## src/rtl/sr_latch_ctrl.sv

```systemverilog
// sr_latch_ctrl: round-robin arbiter and pulse sequencer for a shared
// NAND-style SR latch. Each granted operation drives one registered,
// active-low pulse on S or R. The block then waits for the latch to settle
// and reads back the synchronised Qa to confirm the latch state.
module sr_latch_ctrl #(
    parameter int N_REQ      = 4,
    parameter int PULSE_CYC  = 2,
    parameter int SETTLE_CYC = 2
) (
    input  logic             clk,
    input  logic             reset,
    input  logic [N_REQ-1:0] req,
    input  logic [N_REQ-1:0] op,
    output logic [N_REQ-1:0] gnt,
    output logic             done,
    output logic             err,
    output logic             busy,
    output logic             latch_S,
    output logic             latch_R,
    output logic             latch_rst,
    input  logic             latch_Qa,
    output logic             latch_state
);

    localparam int PW   = (N_REQ > 1) ? $clog2(N_REQ) : 1;
    localparam int CMAX = (PULSE_CYC > SETTLE_CYC) ? PULSE_CYC : SETTLE_CYC;
    localparam int CW   = $clog2(CMAX + 1);

    typedef enum logic [1:0] {
        IDLE   = 2'd0,
        PULSE  = 2'd1,
        SETTLE = 2'd2,
        CHECK  = 2'd3
    } state_e;

    state_e          state_q, state_d;
    logic [PW-1:0]   rr_ptr_q, rr_ptr_d;
    logic [CW-1:0]   cnt_q, cnt_d;
    logic            op_q, op_d;
    logic            busy_q, busy_d;
    logic            latch_S_q, latch_S_d;
    logic            latch_R_q, latch_R_d;
    logic            latch_rst_q;
    logic [1:0]      qa_sync_q;

    // arbiter scratch
    logic            found;
    logic [PW-1:0]   gnt_idx;
    logic [PW-1:0]   cand;

    // Round-robin search: walk upward from rr_ptr, wrapping at N_REQ-1.
    always_comb begin
        found   = 1'b0;
        gnt_idx = '0;
        cand    = rr_ptr_q;
        for (int k = 0; k < N_REQ; k++) begin
            if (!found && req[cand]) begin
                found   = 1'b1;
                gnt_idx = cand;
            end
            cand = (cand == PW'(N_REQ - 1)) ? '0 : cand + PW'(1);
        end
    end

    // Next-state logic plus the combinational gnt/done/err outputs.
    always_comb begin
        state_d  = state_q;
        cnt_d    = cnt_q;
        op_d     = op_q;
        rr_ptr_d = rr_ptr_q;
        busy_d   = busy_q;
        gnt      = '0;
        done     = 1'b0;
        err      = 1'b0;
        case (state_q)
            IDLE: begin
                // latch_rst_q stays high for one edge after reset release.
                // Requests seen in that cycle wait for the next one.
                if (!latch_rst_q && found) begin
                    gnt[gnt_idx] = 1'b1;
                    op_d         = op[gnt_idx];
                    rr_ptr_d     = (gnt_idx == PW'(N_REQ - 1)) ? '0 : gnt_idx + PW'(1);
                    busy_d       = 1'b1;
                    cnt_d        = '0;
                    state_d      = PULSE;
                end
            end
            PULSE: begin
                if (cnt_q == CW'(PULSE_CYC - 1)) begin
                    cnt_d   = '0;
                    state_d = SETTLE;
                end else begin
                    cnt_d = cnt_q + CW'(1);
                end
            end
            SETTLE: begin
                if (cnt_q == CW'(SETTLE_CYC - 1)) begin
                    cnt_d   = '0;
                    state_d = CHECK;
                end else begin
                    cnt_d = cnt_q + CW'(1);
                end
            end
            CHECK: begin
                done    = 1'b1;
                err     = (qa_sync_q[1] != op_q);
                busy_d  = 1'b0;
                state_d = IDLE;
            end
            default: state_d = IDLE;
        endcase
    end

    // S/R are driven from flops computed off the next state. Only one of
    // them can ever be low, because op_d selects exactly one.
    always_comb begin
        latch_S_d = ~((state_d == PULSE) &&  op_d);
        latch_R_d = ~((state_d == PULSE) && ~op_d);
    end

    // Control state. Reset returns everything to idle with both drives high.
    always_ff @(posedge clk or negedge reset) begin
        if (!reset) begin
            state_q   <= IDLE;
            rr_ptr_q  <= '0;
            cnt_q     <= '0;
            op_q      <= 1'b0;
            busy_q    <= 1'b0;
            latch_S_q <= 1'b1;
            latch_R_q <= 1'b1;
        end else begin
            state_q   <= state_d;
            rr_ptr_q  <= rr_ptr_d;
            cnt_q     <= cnt_d;
            op_q      <= op_d;
            busy_q    <= busy_d;
            latch_S_q <= latch_S_d;
            latch_R_q <= latch_R_d;
        end
    end

    // Latch reset: held during system reset and released on the first edge.
    always_ff @(posedge clk or negedge reset) begin
        if (!reset) latch_rst_q <= 1'b1;
        else        latch_rst_q <= 1'b0;
    end

    // Two-flop synchroniser for the asynchronous latch Qa output.
    always_ff @(posedge clk or negedge reset) begin
        if (!reset) qa_sync_q <= 2'b00;
        else        qa_sync_q <= {qa_sync_q[0], latch_Qa};
    end

    assign busy        = busy_q;
    assign latch_S     = latch_S_q;
    assign latch_R     = latch_R_q;
    assign latch_rst   = latch_rst_q;
    assign latch_state = qa_sync_q[1];

endmodule

```

## config.mk

```make
export PLATFORM = sky130hd
export DESIGN_NAME = sr_latch_ctrl
export DESIGN_NICKNAME = d
export VERILOG_FILES = /design/src/rtl/sr_latch_ctrl.sv
export SDC_FILE = /design/constraint.sdc
export NUM_CORES = 1
export LEC_CHECK = 0
export ABC_AREA = 1
export BUFFER_PORTS_ARGS = -buffer_cell sky130_fd_sc_hd__buf_2
export CAP_MARGIN = 20
export CORE_MARGIN = 2
export CORE_UTILIZATION = 55
export CTS_CLUSTER_SIZE = 24
export DETAILED_ROUTE_END_ITERATION = 12
export PLACE_DENSITY_LB_ADDON = 0.05
export SLEW_MARGIN = 30
export SYNTH_ARGS = -nofsm -noshare
export SYNTH_HDL_FRONTEND = slang
export SYNTH_SLANG_ARGS = --single-unit
```

## constraint.sdc

```tcl
create_clock -name clk -period 3.35 [get_ports clk]
set_input_delay 0.67 -clock clk [delete_from_list [all_inputs] [get_ports clk]]
set_output_delay 0.67 -clock clk [all_outputs]
set_load 0.005 [all_outputs]
```

; Yosys cells after proc, flatten, opt, wreduce, memory -nomap -nowiden
; Index checks and enable logic that the tools add are counted.
[classes]
n_addsub = 5
order_cmp = 6
eq_ne = 11
muxes = 39
bitwise_logic = 3
reduce_logical = 18
[op_table]
columns = cell, count
row1 = 2-to-1 mux 2 bit, 13
row2 = "< comparator 2 x 3 -> 1 bit, second input constant", 5
row3 = 2-to-1 mux 1 bit, 15
row4 = "== test 2 bit, second input constant", 6
row5 = "adder 2 x 1 -> 2 bit, second input constant", 5
row6 = binary-select mux 1 bit (select 2 bit), 5
row7 = 2-to-1 mux 4 bit, 2
row8 = case mux 2 bit (4 select lines), 1
row9 = logical AND 1 bit, 7
row10 = "== test 2 x 1 -> 1 bit, second input constant", 3
row11 = AND reduction 2 bit, 3
row12 = logical NOT 1 bit, 4
row13 = case mux 2 bit (2 select lines), 1
row14 = nonzero test 2 bit, 2
row15 = NOT 1 bit, 3
row16 = demux 1 bit (select 2 bit), 1
row17 = "greater-or-equal comparator 2 x 1 -> 1 bit, second input constant", 1
row18 = logical NOT 2 bit, 1
row19 = "!= test 2 bit, second input constant", 1
row20 = case mux 1 bit (2 select lines), 1
row21 = OR reduction 2 bit, 1
row22 = != test 1 bit, 1
[totals]
ff_bits = 13
inputBits = 11
out_inout_bits = 11

; Longest topological paths before layout
; Gate-level depths: netlist of run 1.
[logic_depth]
depth_word = 19
ltp_mapped = 16
ltp_nobuf = 16

; Least setup slack after synthesis of run 1
; No wires, ideal clock.
[synth_timing]
kind = reg2out
start = register rr_ptr_q[1]
end = output gnt[0]
arrival_time_ns = 1.763
path_slack_ns = 0.917
stages_incl_launch_ff = 15
n_path_buf = 0
cell_sequence = dfrtp_1 -> ha_1 -> inv_1 -> nand2_1 -> nand2_1 -> nand2_1 -> nand2_1 -> nand3_2 -> clkinv_2 -> nand2_2 -> nand2_4 -> inv_1 -> ha_1 -> inv_1 -> nor2_1
[synth_between]
elab_chain_cells = 18
[synth_rtl]
columns = item, line
row1 = start: declaration, 37  ; logic [PW-1:0] rr_ptr_q, rr_ptr_d;
row2 = start signal: assignment, 133  ; rr_ptr_q <= rr_ptr_d;
row3 = branches (longest 16 deep; another with < comparator 2 x 3 -> 1 bit), --
row4 = 2-to-1 mux 4 bit (*), 79  ; if (!latch_rst_q && found) begin
row5 = 2-to-1 mux 4 bit (*), 75  ; case (state_q)
row6 = end: declaration, 14  ; output logic [N_REQ-1:0] gnt,
; Every way passes the cells marked *. The select of a mux whose other input is x is not followed.

; Final worst setup path of run 1
[layout_timing]
start = register rr_ptr_q[1]
end = output gnt[2]
; Same word-level chain as after synthesis.

==> results of run 1 <==
cells in the mapped netlist:
library cell  count
ha_1              9
or2_1             1
a2bb2oi_1         1
nand3_2           5
buf_6             1
a211o_1           1
nor2_1            8
nand2_4           1
clkinv_2          1
nor2_4            3
o21ai_1           3
o21ai_2           1
inv_2             1
o21ai_0           6
nand2_2           9
conb_1            1
a21oi_1           3
inv_6             1
nand2_1          41
nand3b_1          1
dfstp_2           3
dfrtp_1          10
nand3_1          14
a21boi_0          1
inv_1            29
critical path, cell delays in order (launching register included):
cell	delay [ns]
dfrtp_1	0.42
ha_1	0.42
inv_1	0.10
nand2_1	0.11
nand3_1	0.10
nand2_1	0.13
nand2_1	0.06
nand3_1	0.06
nand2_1	0.11
nand2_4	0.10
inv_1	0.06
ha_1	0.19
inv_1	0.05
nor2_1	0.03
buf_2	0.12
layout by cell type, fill, tap and decap left out, types with 3 or more instances in the layout:
cell	instances
nand2_1	41
inv_1	29
dfstp_2	3
nand3_2	5
o21ai_0	6
nand2_2	9
buf_2	21
nand3_1	14
a21oi_1	3
dfrtp_1	10
clkbuf_4	3
nor2_1	8
nor2_4	3
ha_1	9
o21ai_1	3
per-stage QoR:
step | util | instance area, µm²
2_1_floorplan | - | 1100
3_3_place_gp | 0.641 | 1230
3_5_place_dp | 0.641 | 1230
4_1_cts | 0.654 | 1260
5_1_grt | 0.654 | 1260
6_report | 0.654 | 1260
power groups by stage:
| stage | Clock (µW) | Sequential (µW) | Combinational (µW) |
|---|---|---|---|
| 2_1_floorplan | 0 | 240 | 829 |
| 3_3_place_gp | 0 | 242 | 1000 |
| 3_5_place_dp | 0 | 245 | 1020 |
| 4_1_cts | 98.1 | 243 | 1030 |
| 5_1_grt | 109 | 248 | 1200 |
| 6_report | 96.7 | 242 | 1020 |
per-layer routing:
metal,wire length (µm),share of wire,vias up
met5,0,0,-
met4,14,0.0069,0
met3,75,0.037,5
met2,962,0.47,20
met1,980,0.48,421
li1,-,-,527
final timing paths:
kind | from | to | slack [ns] | cells after the start
min in group clk | qa_sync_q[0]$_DFF_PN0_ | qa_sync_q[1]$_DFF_PN0_ | 0.35 | 0
max in group asynchronous | reset | latch_rst$_DFF_PN1_ | 2.81 | 1
worst max-delay path | rr_ptr_q[1]$_DFFE_PN0P_ | gnt[2] | 0.32 | 14
worst min-delay path | reset | op_q$_DFF_PN0_ | 0.27 | 1
worst min register to register | qa_sync_q[0]$_DFF_PN0_ | qa_sync_q[1]$_DFF_PN0_ | 0.35 | 0
worst max register to register | rr_ptr_q[1]$_DFFE_PN0P_ | rr_ptr_q[1]$_DFFE_PN0P_ | 1.17 | 13
kinds of logic (layout without fill, tap and decap cells):
kind of cell,after synthesis,after routing,synth area share
other,1,1,0.00342
and+or+nand+nor,83,83,0.382
adders and majority gates,9,9,0.103
buffers and inverters,33,58,0.126
AOI/OAI and AO/OA,16,16,0.0856
DFF,13,13,0.300
final cells by class:
cell class	count	share of cell area
clock buffers	4	0.0209
inverters	32	0.100
multi-input cells	109	0.500
flip-flops and latches	13	0.262
well taps	27	0.0269
repair buffers	22	0.0896
state kept, by name (all words and copies together), names as in the netlist:
name       cells
cnt_q          2
latch_S        1
state_q        2
latch_rst      1
busy           1
latch_R        1
rr_ptr_q       2
op_q           1
qa_sync_q      2
==> summary.txt, run 1 <==
Pwr
  • Leakage power: 0.000717 µW
  • Seq pwr share: 0.178
  • Sw Ratio: 0.540
  • Power Internal: 624 µW
  • Total power: 1360 µW
  • Clock network fraction of total power: 0.071
  • Comb power frac: 0.750
  • Pwr per Cell Area: 1080 mW/mm²
  • Peak supply drop: 0.623 mV
  • NetSw: 734 µW

Synthesis
  • Mean Syn Cell Area: 7.07 µm²
  • Cell variety after synth: 25
  • Yosys synthesis warning count: 0
  • Yosys top cell area share: 0.228
  • Post-Syn Nets: 175
  • Synth top area cells: dfrtp_1 (23%), nand2_1 (14%), ha_1 (10%)
  • Synth area leader: dfrtp_1
  • Synth Cell Area: 0.00110 mm²
  • Post-synthesis cell count: 155
  • Register bit total from synthesis: 13
  • Sequential area share after synthesis: 0.300

Timing
  • TNS Setup: 0 ns
  • Setup ws final: 0.325 ns
  • RSZ-0062 raised after global routing: false
  • Max Slew Vio Count: 0
  • Fin crit share: 0.903
  • Final setup viols: 0
  • Setup Skew: 0.000876 ns
  • Fin. Hold Viols: 0
  • Fin crit period: 3.03 ns
  • Min Hold Slack: 0.266 ns
  • F_max: 331 MHz

Place
  • Final GP Congestion: 0.863
  • Post-Place Cells: 203
  • Dpl ws: 0.614 ns
  • Placed wire-length estimate: 1670 µm
  • IO Port Bufs: 21

Floorplanning
  • Total core area: 0.00192 mm²
  • I/O pins: 22
  • Die area: 0.00237 mm²
  • Starting Density: 0.570
  • Die height: 48.6 µm
  • # rows: 16
  • Horiz. Die Dim: 48.6 µm

Routing
  • Post-route ant nets: 0
  • Post-Route WL: 2030 µm
  • Drt initial violations: 15
  • Vias per inst: 4.70
  • First-pass DRT Iterations: 4
  • Wirelength per Cell: 9.82 µm
  • Remaining DRCs: 0
  • Via count: 973

Global routing
  • Vias in the first global route: 936
  • GRT Residual Overflow: 0
  • First-pass GRT wire length: 3800 µm
  • Grt peak-use layer: met2
  • Antenna violations before repair: 0
  • Met3 Use GR: 0.0401
  • GRT Total Usage: 0.198
  • Grt met1 use: 0.253
  • Met2 Track Usage GR: 0.345
  • Largest net degree at the start of global routing: 14

Cells and area
  • Register area: 329 µm²
  • Non-filler instance count after layout: 207
  • Area Growth Syn to Fin: 14.7%
  • Multi-input logic area: 629 µm²
  • Number of antenna repair diodes: 0
  • Layout Nets: 201
  • Fill cells: 189
  • Layout cell share with drive strength beyond 1: 0.278

Clock tree
  • CTS H-tree depth: 1
  • Postcts setup bufs: 0
  • TritonCTS Sinks: 13
  • CTS tree: done
  • Root Buffer: clkbuf_4
  • Post-CTS Hold Fix Bufs: 0
  • Clk Latency, worst-skew pair: 0.27 ns
  • Total CTS buffers: 3
  • CTS resizes: 0
  • Reg clk slew, reported paths: 0.08 ns
  • Clk buf depth: 2

Job
  • Total of max-cap violations: 0

Setup path
  • Worst endpoint data arrival time: 2.36 ns
  • Crit. End Element: output port
  • Crit path kind: reg2out
  • Worst endpoint required time: 2.68 ns
  • Crit-path max FO: 7
  • Crit start category: register

Worst hold path
  • Min-Delay Path Class: in2async

Run status
  • Status: complete, no violations
Note: power is estimated with default switching activity, not from simulation.
==> run 2: changes to the inputs <==
--- a/config.mk
+++ b/config.mk
@@ -10,10 +10,11 @@
 export CAP_MARGIN = 20
 export CORE_MARGIN = 2
 export CORE_UTILIZATION = 55
+export CTS_BUF_LIST = sky130_fd_sc_hd__clkbuf_4
 export CTS_CLUSTER_SIZE = 24
 export DETAILED_ROUTE_END_ITERATION = 12
 export PLACE_DENSITY_LB_ADDON = 0.05
-export SLEW_MARGIN = 30
+export SLEW_MARGIN = 20
 export SYNTH_ARGS = -nofsm -noshare
 export SYNTH_HDL_FRONTEND = slang
 export SYNTH_SLANG_ARGS = --single-unit
==> run 2 against run 1 <==
Net effect: count of clock-buffer cells in the layout did not move; critical path type unchanged; largest cell class unchanged; critical endpoint unchanged; fmax fell by 0.13%; sequential share of layout area fell by 0.078 points; utilization rose by 0.20 points; die area did not move; flip-flop and latch count did not move; register-to-register slack barely moved; non-clock buffer count did not move; worst hold slack improved by 0.0011 ns; via count fell by 0.51%; sequential power barely moved; first-iteration DRC count did not move.
==> summary.txt, run 2 (synthesis gave the netlist of run 1 again) <==
Run status
  • Status: complete, no violations

Place
  • IO Port Bufs: 21 (unchanged)
  • Final GP Congestion: 0.863 (unchanged)
  • Placed cell areas: 0.00123 mm² (unchanged)
  • Placed wire-length estimate: 1670 µm (unchanged)

Cells and area
  • Multi-input logic area: 629 µm² (unchanged)
  • Commonest non-fill, non-tap cell in the layout: nand2_1
  • Area Growth Syn to Fin: 15.1%
  • Final instance area: 0.00126 mm² (+0.30%)
  • Layout Nets: 201 (unchanged)
  • Most frequent cells in the layout: nand2_1 (41), inv_1 (29), buf_2 (21)
  • Register area: 329 µm² (unchanged)
  • Number of antenna repair diodes: 0 (unchanged)
  • Layout cell share with drive strength beyond 1: 0.283 (+0.00556)
  • Fill cells: 189 (unchanged)

Setup path
  • Crit. End Element: output port
  • Crit path top cell by count: nand2_1
  • Worst endpoint required time: 2.68 ns (about the same)
  • Crit-path max FO: 7 (unchanged)
  • Cell Chain, Critical Path: ha_1 > inv_1 > nand2_1 > nand3_1 > nand2_1 > nand2_1 > nand3_1 > nand2_1 > nand2_4 > inv_1 > ha_1 > inv_1 > nor2_1 > buf_2
  • Peak per-stage delay on the critical path: 0.42 ns (about the same)
  • Worst path slowest cell: dfrtp_1
  • Crit path kind: reg2out
  • Worst endpoint data arrival time: 2.36 ns (about the same)
  • Crit start category: register

Timing
  • RSZ-0062 raised after global routing: false
  • Max Slew Vio Count: 0 (unchanged)
  • Fin crit share: 0.904 (+0.00114)
  • Setup Skew: 0.00497 ns (+0.00409 ns)
  • Fin crit period: 3.03 ns (+0.00381 ns)
  • Fin. Hold Viols: 0 (unchanged)
  • Final setup viols: 0 (unchanged)
  • F_max: 330 MHz (-0.13%)
  • TNS Setup: 0 ns (unchanged)

Floorplanning
  • Horiz. Die Dim: 48.6 µm (unchanged)
  • # rows: 16 (unchanged)
  • Die area: 0.00237 mm² (unchanged)
  • Die height: 48.6 µm (unchanged)
  • Starting Density: 0.570 (unchanged)
  • I/O pins: 22 (unchanged)
  • Total core area: 0.00192 mm² (unchanged)

Clock tree
  • Reg clk slew, reported paths: 0.08 ns (about the same)
  • Total CTS buffers: 3 (unchanged)
  • Postcts setup bufs: 0 (unchanged)
  • CTS resizes: 0 (unchanged)
  • CTS H-tree depth: 1 (unchanged)
  • Root Buffer: clkbuf_4
  • Post-CTS Hold Fix Bufs: 0 (unchanged)
  • TritonCTS Sinks: 13 (unchanged)
  • CTS tree: done
  • Clk Latency, worst-skew pair: 0.27 ns (about the same)
  • Clk buf depth: 2 (unchanged)

Global routing
  • GRT Residual Overflow: 0 (unchanged)
  • First-pass GRT wire length: 3790 µm (-0.34%)
  • Vias in the first global route: 928 (-0.85%)
  • Largest net degree at the start of global routing: 14 (unchanged)
  • GRT Total Usage: 0.197 (-0.000658)
  • Antenna violations before repair: 0 (unchanged)

Routing
  • Post-Route WL: 2040 µm (about the same)
  • Vias per inst: 4.68 (-0.51%)
  • Post-route ant nets: 0 (unchanged)
  • Drt initial violations: 15 (unchanged)
  • First-pass DRT Iterations: 3 (-1)
  • Via count: 968 (-0.51%)
  • Remaining DRCs: 0 (unchanged)
  • Wirelength per Cell: 9.83 µm (about the same)

Worst hold path
  • Min-Delay Path Class: in2async

Pwr
  • Leakage power: 0.000720 µW (+0.48%)
  • Pwr per Cell Area: 1080 mW/mm² (+0.30%)
  • Peak supply drop: 0.624 mV (+0.15%)

Job
  • Total of max-cap violations: 0 (unchanged)
[run 2: cell counts in the layout (fill, tap and decap cells not counted)]
No cell type changed its count.
[run 2: routing by layer]
layer	up-vias	track usage	part of all wire
met5	-	0	0
met4	0	0.0429	0.0069
met3	5	0.0401	0.032
met2	18	0.342	0.47
met1	419	0.253	0.49
li1	526	-	-
[run 2: path summary, 6_finish.rpt]
kind / start / end / slack [ns] / cells past startpoint
hold reg to reg: qa_sync_q[0]$_DFF_PN0_ / qa_sync_q[1]$_DFF_PN0_ / 0.34 / 0
min in group clk: qa_sync_q[0]$_DFF_PN0_ / qa_sync_q[1]$_DFF_PN0_ / 0.34 / 0
setup / recovery: rr_ptr_q[1]$_DFFE_PN0P_ / gnt[2] / 0.32 / 14
hold / removal: reset / op_q$_DFF_PN0_ / 0.27 / 1
max in group asynchronous: reset / latch_rst$_DFF_PN1_ / 2.80 / 1
setup reg to reg: rr_ptr_q[1]$_DFFE_PN0P_ / rr_ptr_q[1]$_DFFE_PN0P_ / 1.17 / 13
[run 2: final cells by class]
cell class / instances / share of cell area
Multi-Input combinational cell: 109 / 0.499
Tap cell: 27 / 0.0268
Inverter: 32 / 0.100
Timing Repair Buffer: 22 / 0.0893
Sequential cell: 13 / 0.261
Clock buffer: 4 / 0.0238
[run 2: critical path, delay by kind of cell, from the launching register on]
kind          cells  cell delay, ns
buf+inv           4            0.34
fa+ha+maj         2            0.61
flops             1            0.42
simple gates      8            0.70
[run 2: where the power goes]
part           internal [µW]  switching (µW)
Combinational            367             654
Clock                   54.3            48.6
Sequential               211            31.0
[run 2: per-stage QoR]
stage	hold WS, ns	total power (µW)	util	instances	setup slack, ns
6_report	0.267	1370	0.656	207	0.321
5_1_grt	0.275	1560	0.656	207	0.0276
4_1_cts	0.274	1380	0.656	207	0.324
3_5_place_dp	0.336	1270	0.641	203	0.614
3_3_place_gp	0.336	1250	0.641	203	0.659
2_1_floorplan	0.331	1070	-	155	0.917
